<file path="src/rtl/display_capture_pkg.sv">
// Shared definitions for the LED panel capture path and its driver-side encoder.
//   flush_state_e : flush FSM encoding
//   pix_idx()     : LSB of segment s / channel c inside a packed pixel word
package display_capture_pkg;

  typedef enum logic [1:0] {
    FL_IDLE   = 2'd0,
    FL_STREAM = 2'd1,
    FL_DONE   = 2'd2
  } flush_state_e;

  function automatic int unsigned pix_idx(input int unsigned seg,
                                          input int unsigned ch,
                                          input int unsigned bitdepth);
    return (seg * 3 + ch) * bitdepth;
  endfunction

endpackage

</file>
<file path="src/rtl/display_capture_sync.sv">
// Brings the panel pins into the clk domain.
//   clk, rst     : system clock, async active-high reset
//   oclk_i/lat_i/oe_i : asynchronous panel strobes (2-flop synchronised)
//   rgb_i, row_i : panel data, delayed to line up with the edge pulses
//   *_rise_o / oe_fall_o : one-clk registered edge pulses
//   rgb_o, row_o : data aligned with the edge pulses
module display_capture_sync #(
  parameter int unsigned DATA_W = 3,
  parameter int unsigned ROW_W  = 3
) (
  input  logic              clk,
  input  logic              rst,
  input  logic              oclk_i,
  input  logic              lat_i,
  input  logic              oe_i,
  input  logic [DATA_W-1:0] rgb_i,
  input  logic [ROW_W-1:0]  row_i,
  output logic              oclk_rise_o,
  output logic              lat_rise_o,
  output logic              oe_fall_o,
  output logic [DATA_W-1:0] rgb_o,
  output logic [ROW_W-1:0]  row_o
);

  // control bits packed as {oe, lat, oclk}
  logic [2:0]        ctl_s1_q, ctl_s2_q, ctl_s3_q;
  logic [DATA_W-1:0] rgb_s1_q, rgb_s2_q, rgb_q;
  logic [ROW_W-1:0]  row_s1_q, row_s2_q, row_q;
  logic              oclk_rise_q, lat_rise_q, oe_fall_q;

  // Synchroniser stages, stage-2 vs stage-3 edge detect, matched data delay
  always_ff @(posedge clk or posedge rst) begin
    if (rst) begin
      ctl_s1_q    <= '0;
      ctl_s2_q    <= '0;
      ctl_s3_q    <= '0;
      rgb_s1_q    <= '0;
      rgb_s2_q    <= '0;
      rgb_q       <= '0;
      row_s1_q    <= '0;
      row_s2_q    <= '0;
      row_q       <= '0;
      oclk_rise_q <= 1'b0;
      lat_rise_q  <= 1'b0;
      oe_fall_q   <= 1'b0;
    end else begin
      ctl_s1_q    <= {oe_i, lat_i, oclk_i};
      ctl_s2_q    <= ctl_s1_q;
      ctl_s3_q    <= ctl_s2_q;
      rgb_s1_q    <= rgb_i;
      rgb_s2_q    <= rgb_s1_q;
      rgb_q       <= rgb_s2_q;
      row_s1_q    <= row_i;
      row_s2_q    <= row_s1_q;
      row_q       <= row_s2_q;
      oclk_rise_q <= ctl_s2_q[0] & ~ctl_s3_q[0];
      lat_rise_q  <= ctl_s2_q[1] & ~ctl_s3_q[1];
      oe_fall_q   <= ~ctl_s2_q[2] & ctl_s3_q[2];
    end
  end

  assign oclk_rise_o = oclk_rise_q;
  assign lat_rise_o  = lat_rise_q;
  assign oe_fall_o   = oe_fall_q;
  assign rgb_o       = rgb_q;
  assign row_o       = row_q;

endmodule

</file>
<file path="src/rtl/display_capture.sv">
// Receiving end of a latched row/column LED panel: shifts column bits in,
// accumulates per-pixel PWM on-windows for the current row, and on every row
// change streams the recovered intensities of the finished row as writes.
//   clk, rst        : system clock, async active-high reset
//   rgb/oclk/lat/oe/row : panel pins (asynchronous to clk)
//   wr_en/wr_row/wr_column/wr_pixel : pixel write port
//   frame_done      : pulse after the last pixel of the last row
//   overrun         : sticky, row change arrived during a flush
//   misalign        : sticky, latch after a shift count other than columns
module display_capture
  import display_capture_pkg::*;
#(
  parameter int unsigned segments = 1,
  parameter int unsigned rows     = 8,
  parameter int unsigned columns  = 32,
  parameter int unsigned bitdepth = 8
) (
  input  logic                           clk,
  input  logic                           rst,
  input  logic [3*segments-1:0]          rgb,
  input  logic                           oclk,
  input  logic                           lat,
  input  logic                           oe,
  input  logic [$clog2(rows)-1:0]        row,
  output logic                           wr_en,
  output logic [$clog2(rows)-1:0]        wr_row,
  output logic [$clog2(columns)-1:0]     wr_column,
  output logic [bitdepth*3*segments-1:0] wr_pixel,
  output logic                           frame_done,
  output logic                           overrun,
  output logic                           misalign
);

  localparam int unsigned CH_N  = 3 * segments;
  localparam int unsigned PIX_W = bitdepth * CH_N;
  localparam int unsigned ROW_W = $clog2(rows);
  localparam int unsigned COL_W = $clog2(columns);
  localparam int unsigned BIT_W = $clog2(columns + 1);
  localparam logic [bitdepth-1:0] CNT_MAX = '1;

  logic             oclk_rise, lat_rise, oe_fall;
  logic [CH_N-1:0]  rgb_s;
  logic [ROW_W-1:0] row_s;

  display_capture_sync #(
    .DATA_W (CH_N),
    .ROW_W  (ROW_W)
  ) u_sync (
    .clk         (clk),
    .rst         (rst),
    .oclk_i      (oclk),
    .lat_i       (lat),
    .oe_i        (oe),
    .rgb_i       (rgb),
    .row_i       (row),
    .oclk_rise_o (oclk_rise),
    .lat_rise_o  (lat_rise),
    .oe_fall_o   (oe_fall),
    .rgb_o       (rgb_s),
    .row_o       (row_s)
  );

  logic [columns-1:0][CH_N-1:0]  shift_q, latch_q;
  logic [columns-1:0][PIX_W-1:0] cnt_q, cnt_inc_c, snap_q;
  logic [ROW_W-1:0]              cur_row_q, snap_row_q;
  logic [BIT_W-1:0]              bit_cnt_q;
  logic                          misalign_q, overrun_q;
  logic                          row_chg_c;

  flush_state_e     state_q, state_d;
  logic             wr_en_q, wr_en_d;
  logic [ROW_W-1:0] wr_row_q, wr_row_d;
  logic [COL_W-1:0] wr_col_q, wr_col_d, next_col_c;
  logic [PIX_W-1:0] wr_pixel_q, wr_pixel_d;
  logic             frame_done_q, frame_done_d;

  assign row_chg_c  = lat_rise & (row_s != cur_row_q);
  assign next_col_c = wr_col_q + 1'b1;

  // Counters after this cycle's oe fall; a snapshot taken now includes it
  always_comb begin
    cnt_inc_c = cnt_q;
    if (oe_fall) begin
      for (int unsigned c = 0; c < columns; c++) begin
        for (int unsigned s = 0; s < segments; s++) begin
          for (int unsigned ch = 0; ch < 3; ch++) begin
            if (latch_q[c][s*3+ch] &&
                cnt_q[c][pix_idx(s, ch, bitdepth) +: bitdepth] != CNT_MAX) begin
              cnt_inc_c[c][pix_idx(s, ch, bitdepth) +: bitdepth] =
                cnt_q[c][pix_idx(s, ch, bitdepth) +: bitdepth] + 1'b1;
            end
          end
        end
      end
    end
  end

  // Shift / latch / accumulate / snapshot datapath
  always_ff @(posedge clk or posedge rst) begin
    if (rst) begin
      shift_q    <= '0;
      latch_q    <= '0;
      cnt_q      <= '0;
      snap_q     <= '0;
      snap_row_q <= '0;
      cur_row_q  <= '0;
      bit_cnt_q  <= '0;
      misalign_q <= 1'b0;
      overrun_q  <= 1'b0;
    end else begin
      if (oclk_rise) begin
        shift_q <= {rgb_s, shift_q[columns-1:1]};
        if (bit_cnt_q != BIT_W'(columns)) bit_cnt_q <= bit_cnt_q + 1'b1;
      end
      if (lat_rise) begin
        if (bit_cnt_q != BIT_W'(columns)) misalign_q <= 1'b1;
        latch_q   <= shift_q;
        bit_cnt_q <= '0;
        cur_row_q <= row_s;
      end
      if (row_chg_c) begin
        snap_q     <= cnt_inc_c;
        snap_row_q <= cur_row_q;
        cnt_q      <= '0;
        if (state_q != FL_IDLE) overrun_q <= 1'b1;
      end else begin
        cnt_q <= cnt_inc_c;
      end
    end
  end

  // Flush FSM state and registered write-port outputs
  always_ff @(posedge clk or posedge rst) begin
    if (rst) begin
      state_q      <= FL_IDLE;
      wr_en_q      <= 1'b0;
      wr_row_q     <= '0;
      wr_col_q     <= '0;
      wr_pixel_q   <= '0;
      frame_done_q <= 1'b0;
    end else begin
      state_q      <= state_d;
      wr_en_q      <= wr_en_d;
      wr_row_q     <= wr_row_d;
      wr_col_q     <= wr_col_d;
      wr_pixel_q   <= wr_pixel_d;
      frame_done_q <= frame_done_d;
    end
  end

  // Next-state and next-output; a row change always (re)starts at column 0
  always_comb begin
    state_d      = state_q;
    wr_en_d      = 1'b0;
    wr_row_d     = wr_row_q;
    wr_col_d     = wr_col_q;
    wr_pixel_d   = wr_pixel_q;
    frame_done_d = 1'b0;
    case (state_q)
      FL_STREAM: begin
        if (wr_col_q == COL_W'(columns - 1)) begin
          state_d      = FL_DONE;
          frame_done_d = (snap_row_q == ROW_W'(rows - 1));
        end else begin
          wr_en_d    = 1'b1;
          wr_col_d   = next_col_c;
          wr_pixel_d = snap_q[next_col_c];
        end
      end
      FL_DONE: state_d = FL_IDLE;
      default: state_d = FL_IDLE;
    endcase
    if (row_chg_c) begin
      state_d      = FL_STREAM;
      wr_en_d      = 1'b1;
      wr_row_d     = cur_row_q;
      wr_col_d     = '0;
      wr_pixel_d   = cnt_inc_c[0];
      frame_done_d = 1'b0;
    end
  end

  assign wr_en      = wr_en_q;
  assign wr_row     = wr_row_q;
  assign wr_column  = wr_col_q;
  assign wr_pixel   = wr_pixel_q;
  assign frame_done = frame_done_q;
  assign overrun    = overrun_q;
  assign misalign   = misalign_q;

endmodule

</file>
<file path="config.mk">
export PLATFORM = sky130hd
export DESIGN_NAME = display_capture
export DESIGN_NICKNAME = d
export VERILOG_FILES = /design/src/rtl/display_capture_pkg.sv /design/src/rtl/display_capture_sync.sv /design/src/rtl/display_capture.sv
export SDC_FILE = /design/constraint.sdc
export NUM_CORES = 2
export LEC_CHECK = 0
export ABC_AREA = 1
export CORE_ASPECT_RATIO = 1.2
export CORE_MARGIN = 1
export CORE_UTILIZATION = 50
export DETAILED_ROUTE_END_ITERATION = 6
export GPL_TIMING_DRIVEN = 0
export PLACE_DENSITY = 0.65
export SYNTH_ARGS = -nofsm -noshare
export SYNTH_HDL_FRONTEND = slang
export SYNTH_SLANG_ARGS = --single-unit
</file>
<file path="constraint.sdc">
create_clock -name clk -period 110.2 [get_ports clk]
set_clock_uncertainty 0.05 [all_clocks]
set_input_delay 22.04 -clock clk [delete_from_list [all_inputs] [get_ports clk]]
set_output_delay 22.04 -clock clk [all_outputs]
set_load 0.05 [all_outputs]
</file>
# Word level (Yosys, flattened, before mapping)
# Cells that the tools add are included.
# word_totals
ff_bits,1805
output_inout_bits,36
# op_classes
bitwise,7
magnitude_cmp,1
reduce_logical,104
mux,118
addsub,98
n_eq_ne,103
# op_table
op,count
768-bit two-way mux,2
8-bit by 1-bit adder with 8-bit output (second input constant),96
8-bit two-way mux,96
8-bit != test (second input constant),96
24-bit binary-select mux with 5-bit select,1
1-bit logical AND,96
24-bit two-way mux,4
6-bit two-way mux,3
5-bit two-way mux,3
2-bit AND reduction,4
2-bit nonzero test,4
6-bit by 1-bit adder with 6-bit output (second input constant),1
5-bit by 6-bit < comparator with 1-bit output (second input constant),1
1-bit two-way mux,6
2-bit two-way mux,3
6-bit != test (second input constant),1
5-bit by 1-bit adder with 5-bit output (second input constant),1
5-bit equality test (second input constant),1
1-bit bitwise AND,4
3-bit equality test (second input constant),1
3-bit != test,1
3-bit != test (second input constant),1
1-bit inverter,3
2-bit by 1-bit equality test with 1-bit output (second input constant),1
2-bit != test (second input constant),1

# Logic depth before layout (Yosys ltp)
# depth
word_depth,6
ltp_mapped,13
depth_no_buf,12

# Cells and area by module
# Synthesis repeated with hierarchy kept, for this count alone.
# unflattened
cells_unflattened,12060
area_unflattened_um2,91154.9
# by_module_without_submodules
module,instances,area_each_um2,cells_each
display_capture,1,90370.4,12023
display_capture_sync,1,784.5,37

# Least setup slack after synthesis
# Ideal clock, no wire load.
# synth_path
path_type,flip-flop to output port
start,"register wr_col_q[1], in the netlist wr_column[1]"
end,output port wr_column[1]
t_arrival_ps,646
stages_incl_launch_ff,1
setup_slack_ps,87464
required_time_ps,88110
path_buffers,0
cell_sequence,dfrtp_1
# synth_rtl
item,line,rtl
from (decl),display_capture.sv:73,"logic [COL_W-1:0] wr_col_q, wr_col_d, next_col_c;"
from (signal assigned),display_capture.sv:145,wr_col_q <= wr_col_d;
to (decl),display_capture.sv:27,"output logic [$clog2(columns)-1:0] wr_column,"
# No word-level cell between the ends.

# Worst setup path after layout
# layout_path
start,"register wr_col_q[1], in the netlist wr_column[1]"
end,output port wr_column[1]
# No word-level cell between the ends.

==> reports/qor.txt <==
Pre-CTS setup slack = 84.93 ns
Maximum count of clock buffers along a single path = 3
Class of the most critical hold timing path = register to register
Total detailed-routing wirelength = 391000 um
CTS Root Buffer Type = sky130_fd_sc_hd__clkbuf_16
Proportion of layout cells with a drive suffix above 1 = 6.22%
Worst setup startpoint = wr_column[1]$_DFFE_PP0P_
Total die area = 0.183 mm2
Switching part of the total = 40.0%
Synthesis warning total = 0
Post-CTS setup-driven buffer insertion count = 0
HPWL after DPL = 291000 um
Wire length of the first global-routing pass = 551000 um
Top cell family by delay on the critical path = buffers and inverters
Library cell with the largest summed area after synthesis = sky130_fd_sc_hd__dfrtp_1
Worst endpoint required time = 88.11 ns
Layout area overhead = 11.8%
Layout net count = 12300
Distinct cell type count after synthesis = 40
Total number of vias = 83900
Max Cap Violations = 9
Logic depth of the worst setup path including buffers = 1
Reg clk slew, reported paths = 0.06 ns
Share of the synthesized area in the top cell type = 49.9%
Final period util = 22.2%
Worst setup path class = register to primary output
Leakage power figure = 51.1 nW
Portion of total power attributed to the clock network = 34.6%
Clk sink count = 1805
CTS tree = built
WL per Instance = 26.4 um
Sequential element share of the synthesized area = 49.9%
Sort of element at the start of the critical path = register
Grt ovf = 0
Cell area power density = 19.7 mW/mm2
Via count of the first global-routing pass = 79500
Actual transition at the worst max-transition pin = 1.68 ns
Count of state elements after synthesis = 1805
Final weighted congestion in routability-driven placement = 1.06
Minimum setup slack among reg-to-reg paths = 105.75 ns
CORE AREA = 0.179 mm2
Cell count of the worst reg-to-reg path = 11
Combined global-route utilization of all metal layers = 42.6%
Remaining routing DRC violations = 3
Initial DRC count = 9703
Effective utilization at floorplan = 50.4%
Pint = 1.19 mW
Hold Fails Final Rpt = 0
Headroom to the max-slew limit = -11.7%
Crit path DAT = 2.32 ns
Most frequently used flop master after synthesis = sky130_fd_sc_hd__dfrtp_1
Number of endpoints failing setup at the final stage = 0
Port bufs = 46
Count leader, synth = sky130_fd_sc_hd__nand2_1
Cell at the slowest stage of the critical path = sky130_fd_sc_hd__clkdlybuf4s50_1
Row cnt = 170
Peak ir drop on the vdd network = 0.0000174 V
Number of antenna violations at the first check in global routing = 42
Antenna viol nets, final = 0
Drt via density = 5.67
Detailed-routing iteration count for the pre-antenna-repair pass = 7
Highest achievable clock rate = 41.0 MHz
Worst Setup EP = wr_column[1]
Origin of the critical flop-to-flop path = wr_column[0]$_DFFE_PP0P_
Failing checks = DRC, capacitance limit, slew limit
Cell-by-cell listing of the critical path = clkdlybuf4s50_1
Number of max-slew violations in the final report = 99
Portion of total power attributed to combinational logic = 29.3%
Number of top-level pins = 47
Synth Cell Area = 0.0904 mm2
Hold buffer count at CTS = 0
Pin count of the biggest net entering global routing = 132
Final total negative setup slack = 0 ns
Chip Width = 390 um
Critical Path Sink Type = primary output
Critical path peak fanout = 5
Min setup slack post-route = 85.79 ns
Crit path time final = 24.41 ns
Synthesized netlist cell count = 11900
Dominant cells by area after synthesis = sky130_fd_sc_hd__dfrtp_1 50%, sky130_fd_sc_hd__nand2_1 17%, sky130_fd_sc_hd__inv_1 5.7%
Area used by sequential logic in the layout = 0.0452 mm2
Count of filler cells inserted in the layout = 17000
Setup repair after global routing missed its margin = no
Overall die height = 468 um
Highest cell delay on the worst timing path = 1.00 ns
Later-pin clock latency in the skew report = 0.89 ns
Synthesized Nets = 12100
TritonCTS buffer count = 188
Cells resized by post-CTS repair = 0
Number of buffer and inverter stages on the critical path = 1
Switching power of the nets = 0.795 mW
Proportion of synthesized flip-flops having asynchronous set or reset = 100%
Sequential share of power = 36.1%
Most common library cells after synthesis = 4054 x sky130_fd_sc_hd__nand2_1, 1805 x sky130_fd_sc_hd__dfrtp_1, 1368 x sky130_fd_sc_hd__inv_1
Combined area of the multi-input logic cells = 0.0376 mm2
FF-to-FF End = wr_pixel[18]$_DFFE_PP0P_
Average size of a mapped cell = 7.57 um2
Number of enable flip-flop cells after synthesis = 0
Result of the run = finished, violations left
Count of H-tree levels built during CTS = 4
[logic make-up (layout without fill, tap and decap cells)]
family	after synthesis	count (layout)	synth area share [%]
AOI/OAI and AO/OA	1394	1394	8.06
xor gates and xnor gates	303	303	2.93
adders and majority gates	100	100	1.38
buffers and inverters	1887	2297	8.43
DFF	1805	1805	49.9
muxes	9	9	0.0996
other	0	31	0
and+or+nand+nor	6448	6448	29.1
[layer usage]
metal	global-route usage, %	part of all wire [%]	up-vias
li1	-	-	37900
met1	52.8	38	40700
met2	64.0	43	4145
met3	9.91	9.3	1151
met4	34.2	9.6	12
met5	0	0.020	-
[per-stage QoR]
step,area (um2),total power [mW],utilization [%],std cells,hold slack (ns)
floorplan,90400,0.967,-,11900,0.281
global placement,93900,1.27,52.4,14400,0.283
detailed placement,94400,1.27,52.6,14400,0.285
CTS,101000,1.95,56.3,14800,0.297
global route,101000,2.01,56.3,14800,0.294
finish,101000,1.99,56.4,14800,0.292
[layout by cell type, fill, tap and decap left out, types with 8 or more instances in the layout]
cell and count:
sky130_fd_sc_hd__nand2_1 4054, sky130_fd_sc_hd__dfrtp_1 1805, sky130_fd_sc_hd__inv_1 1367, sky130_fd_sc_hd__nor2_1 1132, sky130_fd_sc_hd__o21ai_0 873, sky130_fd_sc_hd__nand3_1 798, sky130_fd_sc_hd__a21oi_1 357, sky130_fd_sc_hd__buf_2 287
sky130_fd_sc_hd__xor2_1 259, sky130_fd_sc_hd__clkbuf_16 191, sky130_fd_sc_hd__clkbuf_1 170, sky130_fd_sc_hd__nand4_1 110, sky130_fd_sc_hd__nor3_1 109, sky130_fd_sc_hd__nand3b_1 100, sky130_fd_sc_hd__ha_1 100, sky130_fd_sc_hd__and2_1 66
sky130_fd_sc_hd__a31oi_1 61, sky130_fd_sc_hd__o211ai_1 55, sky130_fd_sc_hd__or2_2 50, sky130_fd_sc_hd__clkdlybuf4s50_1 46, sky130_fd_sc_hd__xnor2_1 44, sky130_fd_sc_hd__clkbuf_8 42, sky130_fd_sc_hd__clkinv_2 36, sky130_fd_sc_hd__buf_4 34
sky130_fd_sc_hd__diode_2 31, sky130_fd_sc_hd__bufinv_16 19, sky130_fd_sc_hd__inv_2 17, sky130_fd_sc_hd__buf_16 16, sky130_fd_sc_hd__o21ai_1 15, sky130_fd_sc_hd__o21bai_1 14, sky130_fd_sc_hd__clkinv_1 13, sky130_fd_sc_hd__buf_1 12
sky130_fd_sc_hd__nor4_1 12, sky130_fd_sc_hd__clkbuf_2 12, sky130_fd_sc_hd__nor2_2 10, sky130_fd_sc_hd__mux2i_1 9, sky130_fd_sc_hd__clkinvlp_4 9, sky130_fd_sc_hd__a21oi_2 8
[power groups by stage]
stage / Clock (mW) / Sequential (mW) / Combinational (mW)
6_report: 0.688 / 0.719 / 0.582
5_1_grt: 0.714 / 0.720 / 0.580
2_1_floorplan: 0 / 0.736 / 0.231
3_3_place_gp: 0 / 0.732 / 0.541
4_1_cts: 0.690 / 0.717 / 0.547
3_5_place_dp: 0 / 0.729 / 0.546
[state kept, by name (all words and copies together) (netlist names), 2 cells and up]
name and count:
u_sync.rgb_s1_q 3, latch_q 96, u_sync.row_s1_q 3, wr_row 3
cnt_q 768, snap_q 768, u_sync.ctl_s2_q 3, cur_row_q 3
u_sync.rgb_o 3, u_sync.ctl_s3_q 3, u_sync.ctl_s1_q 3, wr_pixel 24
bit_cnt_q 6, shift_q 96, wr_column 5, state_q 2
u_sync.row_o 3, u_sync.rgb_s2_q 3, u_sync.row_s2_q 3
[cell type report]
class                   instances  area share [%]
diodes                         31          0.0768
plain buffers                 488            2.36
clock buffers                 267            5.43
clock inverters                80            1.10
inverters                    1399            5.21
multi-input cells            8254            37.2
flip-flops and latches       1805            44.7
well taps                    2408            2.98
repair buffers                 63           0.911
[worst register-to-register path, stage by stage, from the launching register on]
cell and delay, ns:
sky130_fd_sc_hd__dfrtp_1 0.53, sky130_fd_sc_hd__ha_1 0.40, sky130_fd_sc_hd__clkinv_1 0.16, sky130_fd_sc_hd__clkbuf_1 0.54, sky130_fd_sc_hd__clkbuf_1 1.24, sky130_fd_sc_hd__nor2_1 0.11, sky130_fd_sc_hd__o21ai_0 0.22, sky130_fd_sc_hd__nand3_1 0.24
sky130_fd_sc_hd__nand3_1 0.30, sky130_fd_sc_hd__nand2_1 0.12, sky130_fd_sc_hd__nand2_1 0.30, sky130_fd_sc_hd__nand3b_1 0.13
[worst min path at each step]
stage | startpoint | end | slack [ns] | cells past startpoint
after detailed placement | u_sync.rgb_s1_q[1]$_DFF_PP0_ | u_sync.rgb_s2_q[1]$_DFF_PP0_ | 0.28 | 0
after global routing | u_sync.ctl_s1_q[0]$_DFF_PP0_ | u_sync.ctl_s2_q[0]$_DFF_PP0_ | 0.29 | 0
after floorplan | u_sync.ctl_s1_q[0]$_DFF_PP0_ | u_sync.ctl_s2_q[0]$_DFF_PP0_ | 0.28 | 0
final | u_sync.rgb_s1_q[2]$_DFF_PP0_ | u_sync.rgb_s2_q[2]$_DFF_PP0_ | 0.29 | 0
after global placement | u_sync.rgb_s1_q[1]$_DFF_PP0_ | u_sync.rgb_s2_q[1]$_DFF_PP0_ | 0.28 | 0
after CTS | u_sync.ctl_s1_q[0]$_DFF_PP0_ | u_sync.ctl_s2_q[0]$_DFF_PP0_ | 0.30 | 0
Power figures use the tool's default switching activity.
